**config.mk**
```make
export PLATFORM = sky130hd
export DESIGN_NAME = icache_dm
export DESIGN_NICKNAME = d
export VERILOG_FILES = /design/src/rtl/icache_pkg.sv /design/src/rtl/icache_line_ram.sv /design/src/rtl/icache_dm.sv
export SDC_FILE = /design/constraint.sdc
export NUM_CORES = 2
export LEC_CHECK = 0
export CAP_MARGIN = 30
export CELL_PAD_IN_SITES_DETAIL_PLACEMENT = 1
export CELL_PAD_IN_SITES_GLOBAL_PLACEMENT = 2
export CORE_MARGIN = 2
export CORE_UTILIZATION = 51
export DETAILED_ROUTE_END_ITERATION = 12
export PLACE_DENSITY_LB_ADDON = 0.08
export SETUP_SLACK_MARGIN = 0.15
export SYNTH_ARGS = -nofsm -noshare
export SYNTH_HDL_FRONTEND = slang
export SYNTH_SLANG_ARGS = --single-unit
```
**constraint.sdc**
```tcl
create_clock -name PHI1 -period 9.9 [get_ports PHI1]
set_input_delay 2.475 -clock PHI1 [delete_from_list [all_inputs] [get_ports PHI1]]
set_output_delay 2.475 -clock PHI1 [all_outputs]
set_load 0.1 [all_outputs]
```
**src/rtl/icache_pkg.sv**
```systemverilog
// icache_pkg: shared types and geometry helpers
// for the direct-mapped instruction cache.
package icache_pkg;

  typedef enum logic [1:0] {
    S_IDLE = 2'd0,
    S_FILL = 2'd1,
    S_RESP = 2'd2
  } state_t;

  function automatic int woff_w(input int wpl);
    return $clog2(wpl);
  endfunction

  function automatic int idx_w(input int lines);
    return $clog2(lines);
  endfunction

  function automatic int tag_w(
    input int addr_w,
    input int lines,
    input int wpl
  );
    return addr_w - 2 - $clog2(wpl) - $clog2(lines);
  endfunction

endpackage

```
**src/rtl/icache_line_ram.sv**
```systemverilog
// icache_line_ram: LINES x WPL word store,
// one write port, one async read port.
module icache_line_ram #(
  parameter int LINES  = 16,
  parameter int WPL    = 4,
  parameter int DATA_W = 32,
  localparam int IW    = $clog2(LINES),
  localparam int OW    = $clog2(WPL)
) (
  input  logic              i_clk,
  input  logic              i_we,
  input  logic [IW-1:0]     i_widx,
  input  logic [OW-1:0]     i_wword,
  input  logic [DATA_W-1:0] i_wdata,
  input  logic [IW-1:0]     i_ridx,
  input  logic [OW-1:0]     i_rword,
  output logic [DATA_W-1:0] o_rdata
);

  logic [DATA_W-1:0] r_mem [LINES*WPL];

  // refill writes land on the same edge as the ack
  always_ff @(negedge i_clk) begin
    if (i_we) r_mem[{i_widx, i_wword}] <= i_wdata;
  end

  assign o_rdata = r_mem[{i_ridx, i_rword}];

endmodule

```
**src/rtl/icache_dm.sv**
```systemverilog
// icache_dm: direct-mapped instruction cache
// with line refill FSM and global flush.
module icache_dm
  import icache_pkg::*;
#(
  parameter int ADDR_W = 32,
  parameter int DATA_W = 32,
  parameter int LINES  = 16,
  parameter int WPL    = 4
) (
  input  logic              PHI1,
  input  logic              MRST,
  input  logic              IReq,
  input  logic [ADDR_W-1:0] IAddr,
  input  logic              IFlush,
  output logic [DATA_W-1:0] IIn,
  output logic              IValid,
  output logic              IStall,
  output logic              MemReq,
  output logic [ADDR_W-1:0] MemAddr,
  input  logic              MemAck,
  input  logic [DATA_W-1:0] MemData
);

  localparam int OW = woff_w(WPL);
  localparam int IW = idx_w(LINES);
  localparam int TW = tag_w(ADDR_W, LINES, WPL);

  state_t            r_state;
  logic [LINES-1:0]  r_valid;
  logic [TW-1:0]     r_tag [LINES];
  logic [IW-1:0]     r_idx;
  logic [TW-1:0]     r_ltag;
  logic [OW-1:0]     r_woff;
  logic [OW-1:0]     r_cnt;
  logic              r_fpend;
  logic [DATA_W-1:0] r_iin;
  logic              r_ivalid;
  logic              r_istall;
  logic              r_memreq;
  logic [ADDR_W-1:0] r_memaddr;

  logic [OW-1:0]     w_woff;
  logic [IW-1:0]     w_idx;
  logic [TW-1:0]     w_tag;
  logic              w_hit;
  logic              w_last;
  logic              w_we;
  logic              w_idle;
  logic [IW-1:0]     w_ridx;
  logic [OW-1:0]     w_rword;
  logic [DATA_W-1:0] w_rdata;
  logic              w_unused;

  assign w_woff   = IAddr[2 +: OW];
  assign w_idx    = IAddr[2+OW +: IW];
  assign w_tag    = IAddr[ADDR_W-1 -: TW];
  assign w_unused = ^IAddr[1:0];

  // a flush on the request edge forces a miss
  assign w_hit  = r_valid[w_idx] &&
                  (r_tag[w_idx] == w_tag) &&
                  !IFlush;
  assign w_last = (r_cnt == OW'(WPL - 1));
  assign w_we   = (r_state == S_FILL) &&
                  r_memreq && MemAck;
  assign w_idle = (r_state == S_IDLE);

  // idle reads use the live address, RESP the latched one
  assign w_ridx  = w_idle ? w_idx  : r_idx;
  assign w_rword = w_idle ? w_woff : r_woff;

  icache_line_ram #(
    .LINES  (LINES),
    .WPL    (WPL),
    .DATA_W (DATA_W)
  ) u_ram (
    .i_clk   (PHI1),
    .i_we    (w_we),
    .i_widx  (r_idx),
    .i_wword (r_cnt),
    .i_wdata (MemData),
    .i_ridx  (w_ridx),
    .i_rword (w_rword),
    .o_rdata (w_rdata)
  );

  // tag store, written when the refilled line is committed
  always_ff @(negedge PHI1) begin
    if (r_state == S_RESP) r_tag[r_idx] <= r_ltag;
  end

  // lookup / refill FSM with registered fetch and memory outputs
  always_ff @(negedge PHI1 or posedge MRST) begin
    if (MRST) begin
      r_state   <= S_IDLE;
      r_valid   <= '0;
      r_idx     <= '0;
      r_ltag    <= '0;
      r_woff    <= '0;
      r_cnt     <= '0;
      r_fpend   <= 1'b0;
      r_iin     <= '0;
      r_ivalid  <= 1'b0;
      r_istall  <= 1'b0;
      r_memreq  <= 1'b0;
      r_memaddr <= '0;
    end else begin
      r_ivalid <= 1'b0;
      if (IFlush) r_valid <= '0;
      unique case (r_state)
        S_IDLE: begin
          if (IReq) begin
            if (w_hit) begin
              r_iin    <= w_rdata;
              r_ivalid <= 1'b1;
            end else begin
              r_idx     <= w_idx;
              r_ltag    <= w_tag;
              r_woff    <= w_woff;
              r_cnt     <= '0;
              r_istall  <= 1'b1;
              r_memreq  <= 1'b1;
              r_memaddr <= {w_tag, w_idx,
                            {OW{1'b0}}, 2'b00};
              r_state   <= S_FILL;
            end
          end
        end
        S_FILL: begin
          if (IFlush) r_fpend <= 1'b1;
          if (MemAck) begin
            r_cnt <= r_cnt + 1'b1;
            if (w_last) begin
              r_memreq <= 1'b0;
              r_state  <= S_RESP;
            end else begin
              r_memaddr <= r_memaddr + ADDR_W'(4);
            end
          end
        end
        S_RESP: begin
          r_valid[r_idx] <= !(r_fpend || IFlush);
          r_iin    <= w_rdata;
          r_ivalid <= 1'b1;
          r_istall <= 1'b0;
          r_fpend  <= 1'b0;
          r_state  <= S_IDLE;
        end
        default: r_state <= S_IDLE;
      endcase
    end
  end

  assign IIn     = r_iin;
  assign IValid  = r_ivalid;
  assign IStall  = r_istall;
  assign MemReq  = r_memreq;
  assign MemAddr = r_memaddr;

endmodule

```
Word level (Yosys, flattened, before mapping)
Memories as Yosys holds them, arrays and structs flattened.
Cells that the tools add are included.
{"block": "op_classes", "n_addsub": 2, "order_cmp": 3, "n_mux": 41, "reduce_logical": 20, "eq_ne": 11, "n_bitwise": 1}
{"cell": "$mux 32", "n": 6}
{"cell": "$pmux 32 s2", "n": 2}
{"cell": "$add 32x3->32 const B", "n": 1}
{"cell": "$mux 16", "n": 2}
{"cell": "$eq 24x24->1", "n": 1}
{"cell": "$bwmux 16", "n": 1}
{"cell": "$mux 2", "n": 8}
{"cell": "$ne 2x2->1 const B", "n": 7}
{"cell": "$mux 1", "n": 13}
{"cell": "$lt 4x5->1 const B", "n": 2}
{"cell": "$reduce_and 5->1", "n": 2}
{"cell": "$reduce_and 3->1", "n": 3}
{"cell": "$pmux 1 s2", "n": 4}
{"cell": "$pmux 2 s2", "n": 2}
{"cell": "$reduce_and 4->1", "n": 2}
{"cell": "$reduce_bool 2->1", "n": 3}
{"cell": "$logic_and 1x1->1", "n": 5}
{"cell": "$bmux 1 s4", "n": 1}
{"cell": "$demux 1 s4", "n": 1}
{"cell": "$eq 2x2->1 const B", "n": 2}
{"cell": "$ge 4x1->1 const B", "n": 1}
{"cell": "$mux 4", "n": 1}
{"cell": "$add 2x1->2 const B", "n": 1}
{"cell": "$eq 2x1->1 const B", "n": 1}
{"cell": "5 further kinds", "n": 6}
{"block": "word_totals", "ramBits": 2432, "ff_bits": 118, "input_bits": 69, "elab_cells": 92, "mem_count": 2, "output_inout_bits": 67}
{"name": "u_ram.r_mem", "depth": 64, "word_bits": 32, "read_ports": 1, "rd_ports_with_merged_regs": 0, "wr": 1, "line_no": "icache_line_ram.sv:20", "source": "logic [DATA_W-1:0] r_mem [LINES*WPL];"}
{"name": "r_tag", "depth": 16, "word_bits": 24, "read_ports": 1, "rd_ports_with_merged_regs": 0, "wr": 1, "line_no": "icache_dm.sv:31", "source": "logic [TW-1:0] r_tag [LINES];"}

Logic depth before layout (Yosys ltp)
{"block": "depth", "ltp_word": 7, "depth_mapped": 15}

By module
From an unflattened synthesis, not the netlist that was laid out.
{"block": "unflattened", "cells_unflattened": 4604, "area_unflattened_um2": 99006.2}
{"mod": "icache_line_ram", "seq_area_each_um2": 61499.0, "cells_each": 3347, "instances": 1, "area_per_inst_um2": 78098.7}
{"mod": "icache_dm", "seq_area_each_um2": 14433.8, "cells_each": 1257, "instances": 1, "area_per_inst_um2": 20907.6}

==> results_dict.tcl <==
set metrics [dict create \
    die_y_um 445 \
    vdd_drop_max_v 0.000234 \
    start_util_pct 51.4 \
    cp_max_fo 9 \
    leakage_nw 53.8 \
    power_w 0.0428 \
    firstDrtPassIters 5 \
    yosysWarningCount 0 \
    async_reset_ff_share_pct 4.55 \
    synthFlopType "edfxtp_1" \
    yosysSeqAreaShare_pct 76.6 \
    clock_latency_ns 1.01 \
    dr_total_vias 66200 \
    clkTransAtPathRegs_ns 0.04 \
    crit_path_start_kind "input pin" \
    htreeDepth 5 \
    wl_per_cell_um 32.3 \
    cts_tree "yes" \
    synth_common_cells "edfxtp_1 (2,432), mux4_2 (598), nand2_1 (304)" \
    netlist_instances 4799 \
    cts_made_buffers 294 \
    gp_congestion 0.848 \
    ys_seq_elements 2548 \
    viasPerCell 6.06 \
    yosysMostFrequentCell "edfxtp_1" \
    grt_usage_pct 34.4 \
    cp-end-kind "flip-flop" \
    wl_mm 352 \
    regArea_sq_um 75900 \
    remaining_drc_errors 0 \
    fin_area_sq_um 132000 \
    layout-drive-gt1-share_pct 26.9 \
    critPathRequiredTime_ns 5.68 \
    hold_class "reg2reg" \
    status "finished, final reports clean" \
    io-pin-count 136 \
    placed_area_sq_um 110000 \
    drv_slew 0 \
    cts.hold.buffers_added 0 \
    crit_arrival_ns 5.65 \
    rsz0062_at_grt "true" \
    dpl_worst_slack_ns -1.17 \
    maxCapViolCount 0 \
    grt_overflow 0 \
    synth_edf_count 2432 \
    cts_buffer_depth 4 \
    dieArea_sq_um 198000 \
    fill_cells 16800 \
    die_w_um 445 \
    hold_viol 0 \
    setup_violations 0 \
    core_sq_um 193000 \
    drtAntennaViolNets 0 \
    multiInputGateArea_sq_um 23700 \
    clockRootBuffer "clkbuf_16" \
    synth_top_area_share_pct 73.6 \
    core.rowCount 161 \
    setup_slack_ns 0.0329 \
    final.setup.tns_ns 0 \
    path_class "in2reg" \
    synth_area_leaders "edfxtp_1 (74%), mux4_2 (14%), dfrtn_1 (2.9%)" \
    syn_area_sq_um 99200 \
    fin_nets 8256 \
    postSynthAreaPerCell_sq_um 20.7 \
    grt_antenna_before_repair 9 \
    grt_max_degree 117 \
    hpwlAfterDp_mm 177 \
    synthToLayoutAreaGrowth_pct 32.9 \
    yosysUniqueCellTypes 58 \
    slew_headroom_pct 26.1 \
    drt_iter0_drc 7389 \
    io_buffers 131 \
    tightest_slew_ns 1.11 \
    clkSinkCount 2548 \
    grt_pass1_wl_mm 486 \
    skew_ns 0.149 \
    grt_pass1_vias 75700 \
    p_per_area_nw_per_um2 325 \
    yosysTopAreaCell "edfxtp_1" \
]
metal layers:
layer  routed length (um)  part of all wire (%)  global-route usage (%)
met5                   78                 0.022                       0
met4                18600                   5.3                    20.8
met3                28700                   8.1                    9.17
met2               179000                    51                    56.5
met1               126000                    36                    40.8
cell usage in the layout, fill, tap and decap left out, drive strengths merged, types with 13 or more instances in the layout:
cell and n:
nand2 305, bufinv 31, a211oi 208, o211ai 47, a21o 33, clkinvlp 66
nor2 129, nand3 33, a311oi 65, edfxtp 2432, mux4 598, xnor2 21
dfrtn 116, a31oi 66, a21oi 63, clkinv 13, inv 2520, and2 133
nor3 20, o21ai 16, clkdlybuf4s50 28, buf 902, mux2 32, clkbuf 325
mux2i 62
per-stage QoR:
step | instances | utilization, % | hold slack, ns
finish | 10900 | 68.3 | 0.422
global route | 10900 | 68.3 | 0.443
CTS | 10800 | 67.4 | 0.432
detailed placement | 7867 | 57.1 | 0.428
global placement | 7862 | 57.0 | 0.425
floorplan | 4800 | - | 0.424
layout make-up:
class	count	share of cell area (%)
clock inverters	2618	8.22
repair buffers	952	7.93
diodes	1	0.00190
inverters	12	0.0370
well taps	2526	2.40
flip-flops and latches	2548	57.6
clock buffers	310	5.80
multi-input cells	1945	18.0
cells by family after synthesis:
group	share of synthesized area, %
DFF	76.6
muxes	14.6
and+or+nand+nor	3.12
AOI/OAI and AO/OA	4.09
buffers and inverters	1.37
xor gates and xnor gates	0.265
adders and majority gates	0.0252
other	0.00378
timing repair:
action                                  CTS  global route
hold endpoints to repair                  0             0
buffers inserted                         38            51
endpoints found under the setup margin   88            90
cloned                                   11            15
pin swaps                                29            72
resized for setup                       146           155
where the power goes:
group / switching [W] / internal (W) / total, W
sequential: 0.000482 / 0.0125 / 0.0130
combinational: 0.00818 / 0.00589 / 0.0141
clock: 0.00802 / 0.00771 / 0.0157
total: 0.0167 / 0.0261 / 0.0428
flip-flops by register name (all words and copies together) (netlist names), 2 cells and up:
register and count:
u_ram.r_mem 2048, r_tag 384, IIn 32, MemAddr 30
r_ltag 24, r_valid 16, r_idx 4, r_cnt 2
r_state 2, r_woff 2
worst max-delay path, cell delays in order:
cell and delay (ns):
dlygate4sd2_1 0.27, mux2i_4 0.18, buf_12 0.21, buf_12 0.16
clkbuf_16 0.20, mux4_2 0.52, and2_1 0.18, a211oi_1 0.33
buf_4 0.18, a31oi_1 0.08, a211oi_2 0.50, a211oi_2 0.14
a21o_1 0.19
final timing paths:
kind,from,to,cells after the start,slack [ns]
hold reg to reg,IIn[5],IIn[5],1,0.42
min in group asynchronous,MRST,MemAddr[13],3,6.98
hold / removal,IIn[5],IIn[5],1,0.42
setup / recovery,IAddr[2],IIn[6],13,0.03
max in group asynchronous,MRST,r_idx[2],3,2.30
setup reg to reg,r_state[0],IIn[6],13,5.50
No activity file was read; power rests on OpenSTA's default activity.
